===== config.mk =====
export PLATFORM = sky130hd
export DESIGN_NAME = press_classifier
export DESIGN_NICKNAME = d
export VERILOG_FILES = /design/src/rtl/press_pkg.sv /design/src/rtl/press_classifier_sat_counter.sv /design/src/rtl/press_classifier.sv
export SDC_FILE = /design/constraint.sdc
export NUM_CORES = 1
export LEC_CHECK = 0
export CAP_MARGIN = 20
export CORE_MARGIN = 2
export CORE_UTILIZATION = 35
export CTS_BUF_LIST = sky130_fd_sc_hd__clkbuf_8
export CTS_CLUSTER_SIZE = 40
export DETAILED_ROUTE_END_ITERATION = 10
export GPL_TIMING_DRIVEN = 0
export PLACE_DENSITY = 0.57
export SYNTH_ARGS = -nofsm -noshare
export SYNTH_HDL_FRONTEND = slang
export SYNTH_SLANG_ARGS = --single-unit

===== constraint.sdc =====
create_clock -name clock -period 4.7 [get_ports clock]
set_clock_uncertainty 0.1 [all_clocks]
set_input_delay 0.94 -clock clock [delete_from_list [all_inputs] [get_ports clock]]
set_output_delay 0.94 -clock clock [all_outputs]
set_load 0.005 [all_outputs]

===== src/rtl/press_pkg.sv =====
// Purpose: shared types and constants for the press classifier.
// Latency: n/a (declarations only).
// Backpressure: n/a; event codes select which one-cycle pulse fires.
package press_pkg;

  // Classifier FSM states; GAP is only reachable with double-click support.
  typedef enum logic [1:0] {
    IDLE  = 2'd0,
    PRESS = 2'd1,
    HELD  = 2'd2,
    GAP   = 2'd3
  } state_e;

  // Internal event codes; at most one event is produced per cycle.
  localparam logic [1:0] EVT_NONE   = 2'd0;
  localparam logic [1:0] EVT_SHORT  = 2'd1;
  localparam logic [1:0] EVT_LONG   = 2'd2;
  localparam logic [1:0] EVT_DOUBLE = 2'd3;

endpackage


===== src/rtl/press_classifier_sat_counter.sv =====
// Purpose: W-bit saturating up-counter with load-to-one.
// Latency: q updates on the clock edge after load/inc.
// Backpressure: none; inc at all-ones is ignored (saturates).
// Ports: clock, reset (async, active-high), load (q <- 1, wins over inc),
//        inc (q <- q+1 unless all-ones), q (count).
module sat_counter #(
  parameter int W = 16
) (
  input  logic         clock,
  input  logic         reset,
  input  logic         load,
  input  logic         inc,
  output logic [W-1:0] q
);

  logic [W-1:0] q_q;
  logic [W-1:0] q_d;

  // Loading 1 rather than 0: the load happens on the cycle that already
  // counts as the first sample of the interval being measured.
  always_comb begin
    q_d = q_q;
    if (load) begin
      q_d = W'(1);
    end else if (inc && (q_q != '1)) begin
      q_d = q_q + W'(1);
    end
  end

  always_ff @(posedge clock or posedge reset) begin
    if (reset) begin
      q_q <= '0;
    end else begin
      q_q <= q_d;
    end
  end

  assign q = q_q;

endmodule


===== src/rtl/press_classifier.sv =====
// Purpose: classify high intervals of a filtered level as runt/short/long/double press.
// Latency: all outputs registered; events appear the cycle after the deciding sample.
// Backpressure: none; pulses are fire-and-forget, evt_count wraps.
// Ports: clock, reset (async, active-high), sig_in (filtered level),
//        clear_count (sync clear of evt_count), pressed, short_evt, long_evt,
//        double_evt, hold_cnt [CNT_W], evt_count [EVT_CNT_W].
// Option: define PRESS_CLASSIFIER_DOUBLE_CLICK_EN to build the GAP state,
//         gap counter and live double_evt (short_evt is then delayed).
module press_classifier
  import press_pkg::*;
#(
  parameter int CNT_W      = 16,
  parameter int LONG_TICKS = 1000,
  parameter int MIN_TICKS  = 2,
  parameter int GAP_TICKS  = 300,
  parameter int EVT_CNT_W  = 8
) (
  input  logic                 clock,
  input  logic                 reset,
  input  logic                 sig_in,
  input  logic                 clear_count,
  output logic                 pressed,
  output logic                 short_evt,
  output logic                 long_evt,
  output logic                 double_evt,
  output logic [CNT_W-1:0]     hold_cnt,
  output logic [EVT_CNT_W-1:0] evt_count
);

  if ((MIN_TICKS < 1) || (MIN_TICKS >= LONG_TICKS) ||
      (64'(LONG_TICKS) >= (64'(1) << CNT_W)) ||
      (GAP_TICKS < 1) || (64'(GAP_TICKS) >= (64'(1) << CNT_W))) begin : g_bad_params
    $error("press_classifier: illegal parameter combination");
  end

  localparam logic [CNT_W-1:0] LONG_M1 = CNT_W'(LONG_TICKS - 1);
  localparam logic [CNT_W-1:0] MIN_V   = CNT_W'(MIN_TICKS);

  state_e                 state_q;
  state_e                 state_d;
  logic [1:0]             evt_d;
  logic                   hold_load;
  logic                   hold_inc;
  logic [CNT_W-1:0]       hold_q;
  logic                   pressed_q;
  logic                   pressed_d;
  logic                   short_q;
  logic                   long_q;
  logic [EVT_CNT_W-1:0]   evt_count_q;
  logic [EVT_CNT_W-1:0]   evt_count_d;

`ifdef PRESS_CLASSIFIER_DOUBLE_CLICK_EN
  logic                   gap_load;
  logic                   gap_inc;
  logic [CNT_W-1:0]       gap_q;
  logic                   double_q;
  localparam logic [CNT_W-1:0] GAP_V = CNT_W'(GAP_TICKS);

  sat_counter #(.W(CNT_W)) u_gap_cnt (
    .clock (clock),
    .reset (reset),
    .load  (gap_load),
    .inc   (gap_inc),
    .q     (gap_q)
  );
`endif

  sat_counter #(.W(CNT_W)) u_hold_cnt (
    .clock (clock),
    .reset (reset),
    .load  (hold_load),
    .inc   (hold_inc),
    .q     (hold_q)
  );

  always_comb begin
    state_d   = state_q;
    evt_d     = EVT_NONE;
    hold_load = 1'b0;
    hold_inc  = 1'b0;
`ifdef PRESS_CLASSIFIER_DOUBLE_CLICK_EN
    gap_load  = 1'b0;
    gap_inc   = 1'b0;
`endif
    case (state_q)
      IDLE: begin
        if (sig_in) begin
          state_d   = PRESS;
          hold_load = 1'b1;
        end
      end
      PRESS: begin
        if (sig_in) begin
          hold_inc = 1'b1;
          // hold_q is about to become LONG_TICKS: this sample is the long one.
          if (hold_q == LONG_M1) begin
            evt_d   = EVT_LONG;
            state_d = HELD;
          end
        end else if (hold_q < MIN_V) begin
          state_d = IDLE;  // runt: dropped silently
        end else begin
`ifdef PRESS_CLASSIFIER_DOUBLE_CLICK_EN
          state_d  = GAP;
          gap_load = 1'b1;
`else
          evt_d   = EVT_SHORT;
          state_d = IDLE;
`endif
        end
      end
      HELD: begin
        if (sig_in) begin
          hold_inc = 1'b1;
        end else begin
          state_d = IDLE;
        end
      end
`ifdef PRESS_CLASSIFIER_DOUBLE_CLICK_EN
      GAP: begin
        if (sig_in) begin
          // Second press goes straight to HELD so it can never also be long.
          evt_d     = EVT_DOUBLE;
          state_d   = HELD;
          hold_load = 1'b1;
        end else if (gap_q == GAP_V) begin
          evt_d   = EVT_SHORT;
          state_d = IDLE;
        end else begin
          gap_inc = 1'b1;
        end
      end
`endif
      default: begin
        state_d = IDLE;
      end
    endcase
  end

  always_comb begin
    pressed_d   = (state_d == PRESS) || (state_d == HELD);
    evt_count_d = evt_count_q;
    if (clear_count) begin
      evt_count_d = '0;
    end else if (evt_d != EVT_NONE) begin
      evt_count_d = evt_count_q + EVT_CNT_W'(1);
    end
  end

  always_ff @(posedge clock or posedge reset) begin
    if (reset) begin
      state_q     <= IDLE;
      pressed_q   <= 1'b0;
      short_q     <= 1'b0;
      long_q      <= 1'b0;
      evt_count_q <= '0;
    end else begin
      state_q     <= state_d;
      pressed_q   <= pressed_d;
      short_q     <= (evt_d == EVT_SHORT);
      long_q      <= (evt_d == EVT_LONG);
      evt_count_q <= evt_count_d;
    end
  end

`ifdef PRESS_CLASSIFIER_DOUBLE_CLICK_EN
  always_ff @(posedge clock or posedge reset) begin
    if (reset) begin
      double_q <= 1'b0;
    end else begin
      double_q <= (evt_d == EVT_DOUBLE);
    end
  end
  assign double_evt = double_q;
`else
  assign double_evt = 1'b0;
`endif

  assign pressed   = pressed_q;
  assign short_evt = short_q;
  assign long_evt  = long_q;
  assign hold_cnt  = hold_q;
  assign evt_count = evt_count_q;

endmodule


==> impl_results.html, run 1 <==
<table>
<tr><th>Metric</th><th>Value</th></tr>
<tr><th colspan="2">Outcome</th></tr>
<tr><td>Outcome</td><td>completed</td></tr>
<tr><th colspan="2">Critical path</th></tr>
<tr><td>Critical-path top delay cell</td><td>clkdlybuf4s50_1</td></tr>
<tr><td>CP Capture Type</td><td>output port</td></tr>
<tr><td>Worst reg-to-reg path cell count</td><td>7</td></tr>
<tr><td>Start point of the critical path</td><td>u_hold_cnt.q[14]$_DFFE_PP0P_</td></tr>
<tr><td>Total number of cells along the worst setup path</td><td>1</td></tr>
<tr><td>Worst path top cell family by delay</td><td>buffers and inverters</td></tr>
<tr><td>Highest cell delay on the worst timing path</td><td>0.56 ns</td></tr>
<tr><td>Bufs and invs on worst path</td><td>1</td></tr>
<tr><td>Arrival time reported for the critical path endpoint</td><td>around 1.3 ns</td></tr>
<tr><td>Launch point of the worst reg-to-reg path</td><td>state_q[0]$_DFF_PP0_</td></tr>
<tr><td>Ordered cell list for the critical path</td><td>clkdlybuf4s50_1</td></tr>
<tr><td>Critical path peak fanout</td><td>6</td></tr>
<tr><td>CP Data Required Time</td><td>3.66 ns</td></tr>
<tr><td>Worst Setup Start Kind</td><td>flop</td></tr>
<tr><td>Crit Path Class</td><td>flop to output port</td></tr>
<tr><th colspan="2">Timing</th></tr>
<tr><td>Count of final setup violators</td><td>0</td></tr>
<tr><td>Highest clock rate</td><td>0.419 GHz</td></tr>
<tr><td>Hold Vio Cnt, Final</td><td>0</td></tr>
<tr><td>Slew @ Worst Pin</td><td>0.681 ns</td></tr>
<tr><td>Period utilization</td><td>50.7%</td></tr>
<tr><td>Max-slew violation count</td><td>0</td></tr>
<tr><td>Headroom to the max-slew limit</td><td>54.2%</td></tr>
<tr><td>Tmin final</td><td>around 2.4 ns</td></tr>
<tr><td>Setup TNS Final</td><td>0 ns</td></tr>
<tr><td>RSZ-0062 raised after global routing</td><td>false</td></tr>
<tr><th colspan="2">GRT</th></tr>
<tr><td>Global-route wire length before repair</td><td>6.51 mm</td></tr>
<tr><td>Grt ovf</td><td>0</td></tr>
<tr><td>Largest net degree at the start of global routing</td><td>23</td></tr>
<tr><td>Number of global-route vias before repair</td><td>1363</td></tr>
<tr><td>Number of antenna violations at the first check in global routing</td><td>0</td></tr>
<tr><td>Tot GR Track Use</td><td>between 15 and 20%</td></tr>
<tr><th colspan="2">Hold path</th></tr>
<tr><td>Cell count of the worst hold path</td><td>2</td></tr>
<tr><td>Origin of the worst min-delay path</td><td>evt_count[7]$_DFFE_PP0P_</td></tr>
<tr><td>Hold WC Path Type</td><td>flop to flop</td></tr>
<tr><th colspan="2">Placed design</th></tr>
<tr><td>RD Place Congestion</td><td>between 0.7 and 0.8</td></tr>
<tr><td>Placed instance area</td><td>roughly 2100 um2</td></tr>
<tr><td>Port-buffer cells</td><td>28</td></tr>
<tr><td>Detail Placement HPWL</td><td>roughly 2.7 mm</td></tr>
<tr><th colspan="2">Floorplanning</th></tr>
<tr><td>Die Wd</td><td>73.5 um</td></tr>
<tr><td>Die area</td><td>5410 um2</td></tr>
<tr><td>Number of placement rows</td><td>25</td></tr>
<tr><td># IOs</td><td>32</td></tr>
<tr><td>Floorplan die height</td><td>about 74 um</td></tr>
<tr><td>Core footprint</td><td>4690 um2</td></tr>
<tr><td>Initial standard-cell utilization of the core</td><td>~36%</td></tr>
<tr><th colspan="2">Logic synthesis</th></tr>
<tr><td>Number of enable flip-flop cells after synthesis</td><td>0</td></tr>
<tr><td>#FFs+latches synth</td><td>29</td></tr>
<tr><td>Syn Nets</td><td>186</td></tr>
<tr><td>Portion of synthesized cell area occupied by the leading cell type</td><td>42.9%</td></tr>
<tr><td>Post-synth cell types</td><td>41</td></tr>
<tr><td>Gate Count Post-Synth</td><td>176</td></tr>
<tr><td>Largest area contributor in the synthesized netlist</td><td>dfrtp_1</td></tr>
<tr><td>Top_reg_cell synth</td><td>dfrtp_1</td></tr>
<tr><td>Biggest area contributors in the synthesized netlist</td><td>dfrtp_1, nor2_1, xnor2_1</td></tr>
<tr><td>Proportion of synthesized flip-flops having asynchronous set or reset</td><td>100%</td></tr>
<tr><td>Total number of yosys warnings</td><td>0</td></tr>
<tr><td>Synthesized cell area</td><td>1690 um2</td></tr>
<tr><td>Average cell area after synthesis</td><td>between 9 and 10 um2</td></tr>
<tr><td>Share of synthesized area occupied by flip-flops and latches</td><td>42.9%</td></tr>
<tr><th colspan="2">Pwr</th></tr>
<tr><td>Max IR drop VDD</td><td>0.175 mV</td></tr>
<tr><td>Leakage power summed over all cells</td><td>0.892 nW</td></tr>
<tr><td>Total power divided by cell area</td><td>322 nW/um2</td></tr>
<tr><th colspan="2">Clocking</th></tr>
<tr><td>Maximum clock path buffer count</td><td>2</td></tr>
<tr><td>Post-cts gate resize count</td><td>0</td></tr>
<tr><td>Max H-tree Level</td><td>2</td></tr>
<tr><td>Number of sinks driven by the clock tree</td><td>29</td></tr>
<tr><td>CTS Buf Count</td><td>5</td></tr>
<tr><td>Number of hold buffers added after CTS</td><td>0</td></tr>
<tr><td>Post-CTS Repair Setup Buffers</td><td>0</td></tr>
<tr><td>Buffer type at the clock tree root</td><td>clkbuf_8</td></tr>
<tr><td>Clock latency at the later pin of the worst-skew pair</td><td>approximately 0.28 ns</td></tr>
<tr><td>TritonCTS clock tree</td><td>yes</td></tr>
<tr><td>Clock-pin slew reported for the worst setup and hold paths after clock tree synthesis</td><td>0.06 ns</td></tr>
<tr><th colspan="2">Layout</th></tr>
<tr><td>Antenna diodes</td><td>0</td></tr>
<tr><td>Share of post-route cells with drive strength above 1</td><td>roughly a tenth</td></tr>
<tr><td>Highest-count cells in the layout ignoring fill and taps</td><td>dfrtp_1, clkdlybuf4s50_1, nor2_1</td></tr>
<tr><td>Sequential cell area in the final layout</td><td>726 um2</td></tr>
<tr><td>Area Overhead vs Synth</td><td>26.9%</td></tr>
<tr><td>Final design area excluding fillers</td><td>2150 um2</td></tr>
<tr><td>Filler instances</td><td>481</td></tr>
<tr><td>Area occupied by multi-input gates</td><td>a little over 900 um2</td></tr>
<tr><td>Commonest non-fill, non-tap cell in the layout</td><td>dfrtp_1</td></tr>
<tr><td>Nets</td><td>222</td></tr>
<tr><th colspan="2">Route</th></tr>
<tr><td>Total Routed Length</td><td>3.69 mm</td></tr>
<tr><td>Detailed-routing iteration count for the pre-antenna-repair pass</td><td>4</td></tr>
<tr><td>DRC viols</td><td>0</td></tr>
<tr><td>Via total after detailed routing</td><td>1388</td></tr>
<tr><td>DRT antenna net count</td><td>0</td></tr>
<tr><td>Per-cell routed wire length</td><td>13.8 um</td></tr>
<tr><td>1st-iter DRT viols</td><td>63</td></tr>
<tr><td>DR vias/cell</td><td>5.20</td></tr>
<tr><th colspan="2">Flow run</th></tr>
<tr><td>MaxCap Viol Count</td><td>0</td></tr>
</table>
-- synth_stat cells (3+ instances only) --
master,count
dfrtp_1,29
nor2_1,24
nand3_1,14
nand2_1,11
xnor2_1,10
a21oi_1,8
inv_1,7
o21ai_0,7
ha_1,6
nand4_1,6
nor3_1,5
xor2_1,5
or3_1,4
and4_1,3
nor4_4,3
-- through the flow --
step / instances / util, % / power, mW / setup WS (ns) / hold WS [ns]
finish: 267 / 45.8 / 0.691 / 2.32 / 0.462
global route: 267 / 45.8 / 0.745 / 2.25 / 0.505
CTS: 267 / 45.8 / 0.704 / 2.30 / 0.462
detailed placement: 259 / 44.1 / 0.511 / 2.24 / 0.452
global placement: 258 / 43.5 / 0.509 / 2.27 / 0.438
floorplan: 176 / - / 0.429 / 2.48 / 0.445
-- per-layer routing --
| layer | GRT usage [%] | up-vias | part of all wire, % |
|---|---|---|---|
| li1 | - | 689 | - |
| met2 | 24.7 | 37 | 45 |
| met1 | 20.6 | 655 | 48 |
| met5 | 0 | - | 0 |
| met3 | 5.21 | 7 | 5.0 |
| met4 | 5.86 | 0 | 1.5 |
-- path summary, 6_finish.rpt --
| check | slack (ns) | endpoint |
|---|---|---|
| setup / recovery | 2.32 | hold_cnt[14] |
| hold / removal | 0.46 | evt_count[7]$_DFFE_PP0P_ |
| setup reg to reg | 2.55 | u_hold_cnt.q[8]$_DFFE_PP0P_ |
| hold reg to reg | 0.46 | evt_count[7]$_DFFE_PP0P_ |
| max in group asynchronous | 3.21 | state_q[1]$_DFF_PP0_ |
| min in group asynchronous | 0.84 | evt_count[0]$_DFFE_PP0P_ |
-- logic make-up after synthesis --
logic type / share of synthesized area [%]
AND/OR/NAND/NOR: 30.8
XOR/XNOR: 7.77
AO/OA/AOI/OAI: 9.25
other: 0.222
flip-flops: 42.9
buffers and inverters: 3.40
adder cells (fa/ha/maj): 4.44
multiplexers: 1.26
-- final cells by class --
class                           count  area share (%)
Buffer                              6            1.46
Clock buffer                        5            3.21
Clock inverter                      3           0.524
Inverter                            7            1.22
Multi-Input combinational cell    134            42.3
Sequential cell                    29            33.8
Tap cell                           54            3.15
Timing Repair Buffer               29            14.3
-- state kept, by name, indices dropped and copies added (netlist names) --
signal        count
evt_count         8
long_evt          1
pressed           1
short_evt         1
state_q           2
u_hold_cnt.q     16
-- where the power goes --
| group | switching, mW | leakage (nW) | internal, mW |
|---|---|---|---|
| Clock | 0.0882 | 0.0519 | 0.0983 |
| Combinational | 0.101 | 0.444 | 0.0950 |
| Sequential | 0.0334 | 0.396 | 0.276 |
| Total | 0.222 | 0.892 | 0.469 |
No activity file was read; power rests on OpenSTA's default activity.
==> run 2: changes to the inputs <==
PLACE_DENSITY = 0.6   (was 0.57)
clock period = 1.95 ns   (was 4.7 ns; I/O delays follow)
==> impl_results.html, run 2 (synthesized netlist as in run 1, its figures left out) <==
<table>
<tr><th>Metric</th><th>Value</th></tr>
<tr><th colspan="2">Outcome</th></tr>
<tr><td>Outcome</td><td>completed</td></tr>
<tr><th colspan="2">Timing</th></tr>
<tr><td>Period utilization</td><td>98.1%</td></tr>
<tr><td>Tmin final</td><td>1.91 ns</td></tr>
<tr><td>Count of final setup violators</td><td>0</td></tr>
<tr><td>Max-slew violation count</td><td>0</td></tr>
<tr><td>RSZ-0062 raised after global routing</td><td>true</td></tr>
<tr><td>Fin Hold WS</td><td>~0.33 ns</td></tr>
<tr><td>Highest clock rate</td><td>roughly 0.52 GHz</td></tr>
<tr><td>Hold Vio Cnt, Final</td><td>0</td></tr>
<tr><td>Smallest setup slack after layout</td><td>0.0369 ns</td></tr>
<tr><th colspan="2">Layout</th></tr>
<tr><td>Highest-count cells in the layout ignoring fill and taps</td><td>clkdlybuf4s50_1, nor2_1, dfrtp_1</td></tr>
<tr><td>Area Overhead vs Synth</td><td>37.2%</td></tr>
<tr><td>End-of-flow core utilization</td><td>49.5%</td></tr>
<tr><td>Share of post-route cells with drive strength above 1</td><td>22.8%</td></tr>
<tr><td>Commonest non-fill, non-tap cell in the layout</td><td>clkdlybuf4s50_1</td></tr>
<tr><td>Antenna diodes</td><td>0</td></tr>
<tr><td>Nets</td><td>238</td></tr>
<tr><td>Flip-flop count of the largest register, all copies and words added</td><td>16</td></tr>
<tr><th colspan="2">Critical path</th></tr>
<tr><td>Register-to-register setup slack</td><td>0.04 ns</td></tr>
<tr><td>Bufs and invs on worst path</td><td>0</td></tr>
<tr><td>Critical path peak fanout</td><td>7</td></tr>
<tr><td>Crit Path Class</td><td>flop to flop</td></tr>
<tr><td>Critical-path top delay cell</td><td>dfrtp_2</td></tr>
<tr><td>Worst path top cell family by delay</td><td>compound AO/OA/AOI/OAI gates</td></tr>
<tr><td>Worst reg-to-reg path cell count</td><td>5</td></tr>
<tr><td>Highest cell delay on the worst timing path</td><td>0.45 ns</td></tr>
<tr><td>Arrival time reported for the critical path endpoint</td><td>1.98 ns</td></tr>
<tr><td>Worst Setup Start Kind</td><td>flop</td></tr>
<tr><td>Total number of cells along the worst setup path</td><td>5</td></tr>
<tr><td>Ordered cell list for the critical path</td><td>nor4_4 &gt; a41oi_2 &gt; a21o_4 &gt; nand3_1 &gt; mux2_1</td></tr>
<tr><td>CP Capture Type</td><td>flop</td></tr>
<tr><td>CP Data Required Time</td><td>around 2.0 ns</td></tr>
<tr><th colspan="2">Floorplanning</th></tr>
<tr><td>Floorplan die height</td><td>73.5 um</td></tr>
<tr><td>Initial standard-cell utilization of the core</td><td>between 30 and 40%</td></tr>
<tr><td>Die Wd</td><td>about 74 um</td></tr>
<tr><td>Core footprint</td><td>4690 um2</td></tr>
<tr><td>Number of placement rows</td><td>25</td></tr>
<tr><td># IOs</td><td>32</td></tr>
<tr><td>Die area</td><td>5410 um2</td></tr>
<tr><th colspan="2">GRT</th></tr>
<tr><td>Global-route track usage on met1</td><td>between 20% and 30%</td></tr>
<tr><td>Largest net degree at the start of global routing</td><td>21</td></tr>
<tr><td>Grt ovf</td><td>0</td></tr>
<tr><td>Tot GR Track Use</td><td>between 10% and 20%</td></tr>
<tr><td>Number of global-route vias before repair</td><td>1370</td></tr>
<tr><td>Global-route wire length before repair</td><td>6.49 mm</td></tr>
<tr><td>Number of antenna violations at the first check in global routing</td><td>0</td></tr>
<tr><td>Met2 usage</td><td>23.6%</td></tr>
<tr><td>Highest-utilization routing layer at the global route stage</td><td>met2</td></tr>
<tr><td>Met3 demand-to-capacity share in global routing</td><td>3.29%</td></tr>
<tr><th colspan="2">Clocking</th></tr>
<tr><td>Max H-tree Level</td><td>2</td></tr>
<tr><td>Buffer type at the clock tree root</td><td>clkbuf_8</td></tr>
<tr><td>Maximum clock path buffer count</td><td>2</td></tr>
<tr><td>Clock-pin slew reported for the worst setup and hold paths after clock tree synthesis</td><td>around 0.060 ns</td></tr>
<tr><td>Clock latency at the later pin of the worst-skew pair</td><td>0.28 ns</td></tr>
<tr><td>CTS Buf Count</td><td>5</td></tr>
<tr><td>Number of sinks driven by the clock tree</td><td>29</td></tr>
<tr><td>TritonCTS clock tree</td><td>yes</td></tr>
<tr><th colspan="2">Route</th></tr>
<tr><td>DRT antenna net count</td><td>0</td></tr>
<tr><td>1st-iter DRT viols</td><td>45</td></tr>
<tr><td>Per-cell routed wire length</td><td>13.5 um</td></tr>
<tr><td>Detailed-routing iteration count for the pre-antenna-repair pass</td><td>4</td></tr>
<tr><td>DRC viols</td><td>0</td></tr>
<tr><td>Total Routed Length</td><td>about 3.8 mm</td></tr>
<tr><td>DR vias/cell</td><td>5.17</td></tr>
<tr><td>Via total after detailed routing</td><td>1459</td></tr>
<tr><th colspan="2">Flow run</th></tr>
<tr><td>MaxCap Viol Count</td><td>0</td></tr>
<tr><th colspan="2">Placed design</th></tr>
<tr><td>Setup slack at placement</td><td>-0.166 ns</td></tr>
<tr><td>Port-buffer cells</td><td>28</td></tr>
<tr><td>RD Place Congestion</td><td>0.781</td></tr>
<tr><td>Detail Placement HPWL</td><td>2.66 mm</td></tr>
<tr><th colspan="2">Pwr</th></tr>
<tr><td>Max IR drop VDD</td><td>about 0.55 mV</td></tr>
<tr><td>Total power divided by cell area</td><td>774 nW/um2</td></tr>
<tr><td>Leakage power summed over all cells</td><td>between 0.9 and 1 nW</td></tr>
<tr><th colspan="2">Hold path</th></tr>
<tr><td>Hold WC Path Type</td><td>input port to asynchronous set/reset pin</td></tr>
</table>
## run 2: metal layers
| metal | up-vias | routed length [um] |
|---|---|---|
| met2 | 30 | 1780 |
| met1 | 700 | 1830 |
| met4 | 0 | 63 |
| met5 | - | 0 |
| li1 | 722 | - |
| met3 | 7 | 137 |
## run 2: worst paths after layout
path / startpoint / to
worst max-delay path: u_hold_cnt.q[12]$_DFFE_PP0P_ / evt_count[6]$_DFFE_PP0P_
worst min-delay path: reset / u_hold_cnt.q[8]$_DFFE_PP0P_
worst max register to register: u_hold_cnt.q[12]$_DFFE_PP0P_ / evt_count[6]$_DFFE_PP0P_
worst min register to register: evt_count[5]$_DFFE_PP0P_ / evt_count[5]$_DFFE_PP0P_
max in group asynchronous: reset / u_hold_cnt.q[4]$_DFFE_PP0P_
min in group clock: sig_in / long_evt$_DFF_PP0_
## run 2: where the power goes
group	switching [mW]	internal (mW)	leakage, nW
Clock	0.211	0.274	0.0485
Sequential	0.0740	0.667	0.384
Combinational	0.280	0.292	0.541
Total	0.565	1.23	0.974
## run 2: layout make-up
class	instances	area [um2]
clock buffers	6	82.6
well taps	54	67.6
clock inverters	1	3.75
repair buffers	45	428
fillers	466	2370
multi-input cells	134	947
inverters	7	26.3
plain buffers	6	31.3
flip-flops and latches	29	734
## run 2: timing repair
action	CTS	global route
hold buffers	0	0
resized for setup	4	12
cloned	0	0
pin swaps	5	4
setup buffers	7	9
endpoints found under the setup margin	13	16
## run 2: through the flow
stage | total power [mW] | instance area [um2] | TNS, ns | cells
floorplan | 1.03 | 1690 | 0 | 176
CTS | 1.75 | 2220 | 0 | 273
finish | 1.80 | 2320 | 0 | 282
global placement | 1.23 | 2040 | -0.746 | 258
detailed placement | 1.23 | 2070 | -0.796 | 259
global route | 1.92 | 2320 | -0.0763 | 282
## run 2: worst reg2reg max path, delay by kind of cell (launching register included)
family | cells | cell delay, ns
mux | 1 | 0.31
flops | 1 | 0.45
simple gates | 2 | 0.46
compound gates | 2 | 0.48
